===== config.mk =====
export PLATFORM = sky130hd
export DESIGN_NAME = reg_watch_fifo
export DESIGN_NICKNAME = d
export VERILOG_FILES = /design/src/rtl/watch_pkg.sv /design/src/rtl/sync_fifo_core.sv /design/src/rtl/reg_watch_fifo.sv
export SDC_FILE = /design/constraint.sdc
export NUM_CORES = 1
export LEC_CHECK = 0
export ABC_CLOCK_PERIOD_IN_PS = 4350
export CAP_MARGIN = 20
export CORE_MARGIN = 2
export CORE_UTILIZATION = 53
export DETAILED_ROUTE_END_ITERATION = 6
export GPL_TIMING_DRIVEN = 0
export PLACE_DENSITY = 0.82
export SYNTH_ARGS = -nofsm -noshare
export SYNTH_HDL_FRONTEND = slang
export SYNTH_HIERARCHICAL = 1
export SYNTH_SLANG_ARGS = --single-unit

===== constraint.sdc =====
create_clock -name clk -period 4.35 [get_ports clk]
set_input_delay 1.0875 -clock clk [delete_from_list [all_inputs] [get_ports clk]]
set_output_delay 1.0875 -clock clk [all_outputs]
set_load 0.02 [all_outputs]

===== src/rtl/watch_pkg.sv =====
// -----------------------------------------------------------------------------
// watch_pkg
// Shared constants for the register-watch FIFO: default geometry, drop-counter
// sizing and the stored-entry width formula.
//
// Optional feature macro: REG_WATCH_TIMESTAMP_EN
//   When defined, every stored entry carries a TS_W-bit cycle stamp above the
//   data bits, so the entry width becomes DATA_W + TS_W.
// -----------------------------------------------------------------------------
package watch_pkg;

  localparam int DATA_W_DEF = 8;
  localparam int DEPTH_DEF  = 16;
  localparam int TS_W_DEF   = 16;

  localparam int                    DROP_CNT_W   = 8;
  localparam logic [DROP_CNT_W-1:0] DROP_CNT_MAX = DROP_CNT_W'(255);

`ifdef REG_WATCH_TIMESTAMP_EN
  localparam bit TS_EN = 1'b1;
`else
  localparam bit TS_EN = 1'b0;
`endif

  // Width of one FIFO entry: the stamp (if any) sits above the data.
  function automatic int entry_width(int data_w, int ts_w);
    return TS_EN ? (data_w + ts_w) : data_w;
  endfunction

endpackage : watch_pkg


===== src/rtl/sync_fifo_core.sv =====
// -----------------------------------------------------------------------------
// sync_fifo_core
// Generic single-clock FIFO with a registered show-ahead head. The head entry
// is held in an output register so o_data/o_valid come straight from flops.
// A write in cycle N is visible at the head in N+1 (no bypass), and after a
// pop the next entry appears on the following cycle with no bubble.
//
// Ports:
//   clk, rst_n     clock, asynchronous active-low reset
//   i_push         push request (dropped when full without a pop)
//   i_push_data    entry to store
//   i_ready        sink accepts the head entry this cycle
//   o_valid        head entry available
//   o_data         head entry (holds its last value while o_valid=0)
//   o_level        occupancy 0..DEPTH
//   o_drop         push request rejected this cycle (full, no pop)
//
// Parameters: W = entry width, DEPTH = entries (power of two, >= 2).
// -----------------------------------------------------------------------------
module sync_fifo_core #(
  parameter int W     = 8,
  parameter int DEPTH = 16
) (
  input  logic                   clk,
  input  logic                   rst_n,
  input  logic                   i_push,
  input  logic [W-1:0]           i_push_data,
  input  logic                   i_ready,
  output logic                   o_valid,
  output logic [W-1:0]           o_data,
  output logic [$clog2(DEPTH):0] o_level,
  output logic                   o_drop
);

  localparam int PTR_W = $clog2(DEPTH);
  localparam int LVL_W = PTR_W + 1;

  logic [W-1:0]     r_mem [DEPTH];
  logic [PTR_W-1:0] r_wptr;
  logic [PTR_W-1:0] r_rptr;
  logic [LVL_W-1:0] r_level;
  logic             r_valid;
  logic [W-1:0]     r_data;

  logic             w_pop;
  logic             w_full;
  logic             w_wr;
  logic [PTR_W-1:0] w_rptr_nxt;
  logic [LVL_W-1:0] w_level_nxt;
  logic [LVL_W-1:0] w_remain;
  logic [W-1:0]     w_head_nxt;

  assign w_pop  = r_valid && i_ready;
  assign w_full = (r_level == LVL_W'(DEPTH));
  // A pop frees the slot the push needs, so full+pop still accepts the push.
  assign w_wr   = i_push && (!w_full || w_pop);

  // NOTE: every signal written in always_comb gets a default first, so no
  // path leaves it unassigned and no latch is inferred.
  always_comb begin
    w_level_nxt = r_level;
    w_rptr_nxt  = r_rptr + PTR_W'(w_pop);
    w_remain    = r_level - LVL_W'(w_pop);
    w_head_nxt  = r_data;
    unique case ({w_wr, w_pop})
      2'b10:   w_level_nxt = r_level + LVL_W'(1);
      2'b01:   w_level_nxt = r_level - LVL_W'(1);
      default: w_level_nxt = r_level;
    endcase
    // If nothing older survives this cycle's pop, the new head is the entry
    // being written right now; otherwise it is already in memory.
    if (w_remain == '0) begin
      if (w_wr) w_head_nxt = i_push_data;
    end else begin
      w_head_nxt = r_mem[w_rptr_nxt];
    end
  end

  // NOTE: storage has no reset; validity is tracked by the pointers and level,
  // so clearing the array would only cost reset fan-out.
  always_ff @(posedge clk) begin
    if (w_wr) r_mem[r_wptr] <= i_push_data;
  end

  // NOTE: sequential state uses non-blocking assignments so every flop samples
  // pre-edge values regardless of statement order.
  always_ff @(posedge clk or negedge rst_n) begin
    if (!rst_n) begin
      r_wptr  <= '0;
      r_rptr  <= '0;
      r_level <= '0;
      r_valid <= 1'b0;
      r_data  <= '0;
    end else begin
      if (w_wr) r_wptr <= r_wptr + PTR_W'(1);
      r_rptr  <= w_rptr_nxt;
      r_level <= w_level_nxt;
      r_valid <= (w_level_nxt != '0);
      r_data  <= w_head_nxt;
    end
  end

  assign o_valid = r_valid;
  assign o_data  = r_data;
  assign o_level = r_level;
  assign o_drop  = i_push && !w_wr;

endmodule : sync_fifo_core


===== src/rtl/reg_watch_fifo.sv =====
// -----------------------------------------------------------------------------
// reg_watch_fifo
// Watches one 8-bit register/ALU bus and logs value changes (or every
// qualified sample) into a FIFO drained through a valid/ready port. Tracks
// dropped pushes with a sticky overflow flag and a saturating drop counter.
//
// Ports:
//   clk, rst_n     clock, asynchronous active-low reset
//   sample_en      qualifies data_in this cycle
//   capture_all    1: push every qualified sample, 0: push only on change
//   data_in        watched bus value
//   out_valid      head entry available
//   out_ready      sink accepts the head entry
//   out_data       head entry value
//   level          occupancy 0..DEPTH
//   overflow       sticky: at least one push was dropped
//   clr_overflow   clears overflow and drop_cnt (a same-cycle drop wins)
//   drop_cnt       saturating count of dropped pushes
//   out_ts         (REG_WATCH_TIMESTAMP_EN only) stamp of the head entry
//
// Optional feature macro: REG_WATCH_TIMESTAMP_EN adds a free-running TS_W-bit
// cycle counter whose value at sample time is stored with each entry.
// -----------------------------------------------------------------------------
module reg_watch_fifo #(
  parameter int DATA_W = watch_pkg::DATA_W_DEF,
  parameter int DEPTH  = watch_pkg::DEPTH_DEF,
  parameter int TS_W   = watch_pkg::TS_W_DEF
) (
  input  logic                              clk,
  input  logic                              rst_n,
  input  logic                              sample_en,
  input  logic                              capture_all,
  input  logic [DATA_W-1:0]                 data_in,
  output logic                              out_valid,
  input  logic                              out_ready,
  output logic [DATA_W-1:0]                 out_data,
  output logic [$clog2(DEPTH):0]            level,
  output logic                              overflow,
  input  logic                              clr_overflow,
`ifdef REG_WATCH_TIMESTAMP_EN
  output logic [TS_W-1:0]                   out_ts,
`endif
  output logic [watch_pkg::DROP_CNT_W-1:0]  drop_cnt
);

  import watch_pkg::*;

  localparam int ENTRY_W = entry_width(DATA_W, TS_W);

  logic [DATA_W-1:0]     r_last_seen;
  logic                  r_last_seen_vld;
  logic                  r_overflow;
  logic [DROP_CNT_W-1:0] r_drop_cnt;

  logic                  w_push_req;
  logic                  w_drop;
  logic [ENTRY_W-1:0]    w_entry_in;
  logic [ENTRY_W-1:0]    w_entry_out;

  // Change detector: the first qualified sample after reset always pushes.
  assign w_push_req = sample_en &&
                      (capture_all || !r_last_seen_vld || (data_in != r_last_seen));

  always_ff @(posedge clk or negedge rst_n) begin
    if (!rst_n) begin
      r_last_seen     <= '0;
      r_last_seen_vld <= 1'b0;
    end else if (sample_en) begin
      // Tracks the bus even when the push is dropped, so a burst of drops
      // does not turn into a burst of stale "changes" later.
      r_last_seen     <= data_in;
      r_last_seen_vld <= 1'b1;
    end
  end

`ifdef REG_WATCH_TIMESTAMP_EN
  logic [TS_W-1:0] r_ts;

  always_ff @(posedge clk or negedge rst_n) begin
    if (!rst_n) r_ts <= '0;
    else        r_ts <= r_ts + TS_W'(1);
  end

  assign w_entry_in = {r_ts, data_in};
  assign out_ts     = w_entry_out[ENTRY_W-1 -: TS_W];
`else
  assign w_entry_in = data_in;
`endif

  sync_fifo_core #(
    .W     (ENTRY_W),
    .DEPTH (DEPTH)
  ) u_core (
    .clk         (clk),
    .rst_n       (rst_n),
    .i_push      (w_push_req),
    .i_push_data (w_entry_in),
    .i_ready     (out_ready),
    .o_valid     (out_valid),
    .o_data      (w_entry_out),
    .o_level     (level),
    .o_drop      (w_drop)
  );

  // A drop in the same cycle as clr_overflow wins: the flag stays set and the
  // counter restarts at one rather than zero.
  always_ff @(posedge clk or negedge rst_n) begin
    if (!rst_n) begin
      r_overflow <= 1'b0;
      r_drop_cnt <= '0;
    end else if (w_drop) begin
      r_overflow <= 1'b1;
      if (clr_overflow)                    r_drop_cnt <= DROP_CNT_W'(1);
      else if (r_drop_cnt != DROP_CNT_MAX) r_drop_cnt <= r_drop_cnt + DROP_CNT_W'(1);
    end else if (clr_overflow) begin
      r_overflow <= 1'b0;
      r_drop_cnt <= '0;
    end
  end

  assign out_data = w_entry_out[DATA_W-1:0];
  assign overflow = r_overflow;
  assign drop_cnt = r_drop_cnt;

endmodule : reg_watch_fifo


# Word-level counts from Yosys, hierarchy flattened
# Memory sizes are Yosys's and may differ from the RTL's.
# Index checks and enable logic that the tools add are counted.
# word_totals
regBits	40
mem_bits_rw	128
inputBits	14
out_inout_bits	23
wordCells	48
mem_count	1
# op_classes
n_addsub	6
eq_ne	6
muxes	11
n_reduce_logical	15
# memory_table
memory	words	width	read_ports	rd_ports_with_merged_regs	wr	line_no	source
u_core.r_mem	16	8	1	0	1	sync_fifo_core.sv:38	logic [W-1:0] r_mem [DEPTH];
# op_table
operator	n
$mux 8	6
$pmux 5 s2	1
$add 8x1->8 const B	1
$ne 8x8->1	1
$ne 8x8->1 const B	1
$add 5x1->5 const B	1
$eq 5x5->1 const B	1
$logic_not 5->1	1
$reduce_bool 5->1	1
$sub 5x1->5	1
$sub 5x1->5 const B	1
$add 4x1->4	1
$add 4x1->4 const B	1
$logic_and 1x1->1	4
$mux 1	4
$reduce_bool 2->1	2
$logic_not 1->1	3
$logic_or 1x1->1	3
$eq 2x1->1 const B	1
$eq 2x2->1 const B	1
$ne 2x1->1 const B	1
$reduce_and 2->1	1

# Longest topological paths before layout
# Gate-level depths: netlist of the first run.
# logic_depth
word_depth	9
depth_mapped	11
ltp_nobuf	11

# Hierarchy
# The synthesis of the first run kept the hierarchy.
# by_module_without_submodules
mod	n_inst	cells_each	area_per_inst_um2	seq_area_each_um2
sync_fifo_core	1	331	6123.4	4394.2
reg_watch_fifo	1	81	903.4	450.4

# Worst setup path before layout of the first run
# No wires, ideal clock.
# synth_path
kind	input to register
startpoint	input data_in[7]
endpoint	register u_core.r_valid, in the netlist u_core/o_valid
setup_time_ns	0.139
t_arrival_ns	3.751
required_ns	4.211
slack_ns	0.460
stages	11
path_buffers	0
path_cell_list	xor2_1 > nor4_1 > nand4b_1 > o41a_1 > nor2_1 > ha_1 > a21o_1 > a21oi_1 > mux2i_1 > xnor2_1 > or4_1
# synth_between
elab_chain_cells	7
elab_cells_between_ends	8
cone_classes	eq/ne: 3; mux: 1; reduce/logical: 4
# synth_rtl
item	line_no	source
start: declaration	reg_watch_fifo.sv:33	input logic [DATA_W-1:0] data_in,
$ne 8x8->1 *	reg_watch_fifo.sv:62	(capture_all || !r_last_seen_vld || (data_in != r_last_seen));
$logic_or 1x1->1 *	reg_watch_fifo.sv:62	
$logic_and 1x1->1 *	reg_watch_fifo.sv:61	assign w_push_req = sample_en &&
via w_push_req	reg_watch_fifo.sv:55	logic w_push_req;
$logic_and 1x1->1 *	sync_fifo_core.sv:56	assign w_wr = i_push && (!w_full || w_pop);
$eq 2x1->1 / $eq 2x2->1 (equally long branches)	sync_fifo_core.sv:65	unique case ({w_wr, w_pop})
$pmux 5 s2 *	sync_fifo_core.sv:65	
via u_core.w_level_nxt[4]	sync_fifo_core.sv:49	logic [LVL_W-1:0] w_level_nxt;
$reduce_bool 5->1 *	sync_fifo_core.sv:98	r_valid <= (w_level_nxt != '0);
end signal: assignment	sync_fifo_core.sv:98	
end: declaration	sync_fifo_core.sv:42	logic r_valid;
# The timed path passes the listed nets; every way through them passes the cells marked *.
# A chain may end at the register's enable or synchronous reset.

# Worst setup path after layout of the first run
# Ends and elaborated chain as after synthesis.

==> results.cfg, run 1 <==
[grt]
antenna_found_initial = 0
grt_pass1_vias = 3985
grt_max_degree = 41
grt_usage_pct = 21.1
grt_pass1_wl_um = 22000
grt-ovfl-total = 0

[synth]
syn_nets = 438
seq_area_frac_synth_pct = 68.9
synth-async-reset-ratio_pct = 23.8
ys_ff_latch = 168
synth.top_cells.by_area = edfxtp_1 55%, dfrtp_1 14%, mux4_2 10%
dominantRegCellSynth = edfxtp_1
synth_top_area_share_pct = 54.7
synth_edf_count = 128
synth_area_um2 = 7030
avgSynthCellArea_um2 = 17.1
yosys.area.top_type = edfxtp_1
synth_warnings = 6
netlist_instances = 412
ys_types = 52

[sta]
final.min_clock_period_ps = 4100
worstMarginPinSlew_ps = 893
slew_viol_final = 0
rsz0062_at_grt = no
skew_ps = 8.27
period_share_pct = 94.3
setup_tns_ps = 0
whs_ps = 481
setup_violations = 0
relSlewSlack_pct = 40.5
max_freq_ghz = 0.244
hold_viol = 0

[clock_network]
clockRootBuffer = clkbuf_16
cts_setup_buffers = 0
cts-buffers-inserted = 17
cts.clk_slew.worst_paths_ps = 70
cts_tree = built
clk_latency_ps = 420
clockBufferDepth = 2
htree_levels = 4
cts.sinks = 168

[drt]
first_iter_violations = 415
wire_per_inst_um = 21.4
drc = 0
drt_wl_total_um = 14000
drtAntennaViolNets = 0
first_pass_iters = 5
vias = 3955
viasPerCell = 6.05

[layout]
syn_to_final_growth_pct = 15.9
nets = 491
layout_common_cells = 128 x edfxtp_1, 41 x nand2_1, 40 x dfrtp_1, 32 x mux4_2, 25 x clkdlybuf4s50_1
fill_cells = 880
drive_above_1_share_pct = 19.2
finalInstanceArea_um2 = 8140
mostFrequentLayoutCell = edfxtp_1
antenna_cells = 0
final_cells = 654

[worst_setup_path]
crit_arrival_ps = 4390
critPathKind = in -> reg
crit_fanout = 19
cp.required_ps = 4640
start_kind = input port
r2r_cells = 11
cp-end-kind = flip-flop

[hold_path]
hold_depth = 1
min_path_type = reg -> reg

[outcome]
status = completed

[die]
num_rows = 42
die_h_um = 119
die_area_um2 = 14200
core_um2 = 13100
start_util_pct = 53.7
io_pins = 37
die_w_um = 119

[pwr]
p_leak_nw = 2.89
ir_worst_vdd_mv = 0.370
power_density_nw_per_um2 = 703

[placement]
gp_congestion = 0.884
io_buffers = 34
dp_cells = 622
place_area_um2 = 7580
detailed_place_hpwl_um = 9160

[job]
maxCapViolCount = 0
-- report_power, final --
group,internal [mW],switching [mW]
clock,0.793,0.608
combinational,1.01,1.16
sequential,1.98,0.175
-- final timing paths --
check                                            start                          end  slack, ps
max                                         data_in[7]     u_core/o_valid$_DFF_PN0_        250
min                        r_last_seen_vld$_DFFE_PN0P_  r_last_seen_vld$_DFFE_PN0P_        480
max reg2reg                 r_last_seen[7]$_DFFE_PN0P_     u_core/o_valid$_DFF_PN0_        970
min reg2reg                r_last_seen_vld$_DFFE_PN0P_  r_last_seen_vld$_DFFE_PN0P_        480
max in group asynchronous                        rst_n      drop_cnt[4]$_DFFE_PN0P_       3000
min in group asynchronous                        rst_n   u_core/r_rptr[1]$_DFF_PN0_        790
-- what timing repair did --
| item | in CTS | in global routing |
|---|---|---|
| resized for setup | 16 | 2 |
| endpoints found under the setup margin | 2 | 1 |
| hold buffers | 0 | 0 |
| cloned | 0 | 0 |
-- through the flow --
step	total power [mW]	util, %	worst slack [ps]
after floorplan	3.66	-	460
after global placement	4.26	58.0	-868
after detailed placement	4.33	57.9	-973
after CTS	5.74	62.2	20.0
after global routing	5.98	62.2	21.3
final	5.72	62.2	247
-- registers in the layout (all words and copies together) (netlist names) --
name	flops
u_core/r_rptr	4
overflow	1
drop_cnt	8
u_core/o_valid	1
r_last_seen	8
r_last_seen_vld	1
u_core/r_mem	128
u_core/o_data	8
u_core/o_level	5
u_core/r_wptr	4
-- layout make-up --
cell class              count  area, µm²  area share (%)
flip-flops and latches    168       4840            59.5
repair buffers             34        335            4.12
inverters                   7       26.3           0.323
multi-input cells         225       2110            25.9
clock inverters            12        118            1.44
clock buffers              20        437            5.36
well taps                 176        220            2.70
plain buffers              12       57.6           0.707
-- per-layer routing --
metal  track usage [%]  vias up  routed length [µm]
met5                 0        -                   0
met4              12.3        0                 585
met3              4.36       41                 816
met2              32.3      178                6950
met1              28.4     2017                5650
li1                  -     1719                   -
-- critical path, cell delays in order --
cell and delay [ps]:
clkdlybuf4s15_2 380, xor2_1 230, nor4_1 320, nand4b_1 130
o41a_1 460, nor2_4 240, ha_1 300, a21o_1 190
a21oi_1 180, mux2i_1 230, xnor2_1 100, or4_1 530
-- kinds of logic (layout without fill, tap and decap cells) --
group | count (synthesis) | in the layout | synth area share, %
mux | 51 | 51 | 13.1
xor+xnor | 19 | 19 | 2.37
flops | 168 | 168 | 68.9
fa+ha+maj | 12 | 12 | 2.24
compound gates | 45 | 45 | 4.86
buf+inv | 19 | 85 | 1.19
simple gates | 98 | 98 | 7.28
-- Yosys cell counts, types with 2 or more instances --
cell	instances
mux2i_1	11
o21a_1	2
clkbuf_1	4
nand2_1	41
and2_1	12
xnor2_1	9
ha_1	11
and3_1	6
a22o_1	3
nor3_1	3
o41a_1	2
nand2b_1	2
xor2_1	10
dfrtp_1	40
mux4_2	32
edfxtp_1	128
buf_2	3
nand3_1	4
inv_1	6
nor2_1	14
mux2_2	8
buf_4	2
buf_1	2
a21oi_1	5
nor4_4	2
a21o_1	2
o21ai_0	4
a32o_1	8
nand4_1	3
a31oi_1	11
No activity file was read; power rests on OpenSTA's default activity.
==> inputs of run 2 (changes only) <==
- CAP_MARGIN: 20 -> 15
==> results of run 2 <==
The final DEF is identical to that of run 1; final timing and power are the same.
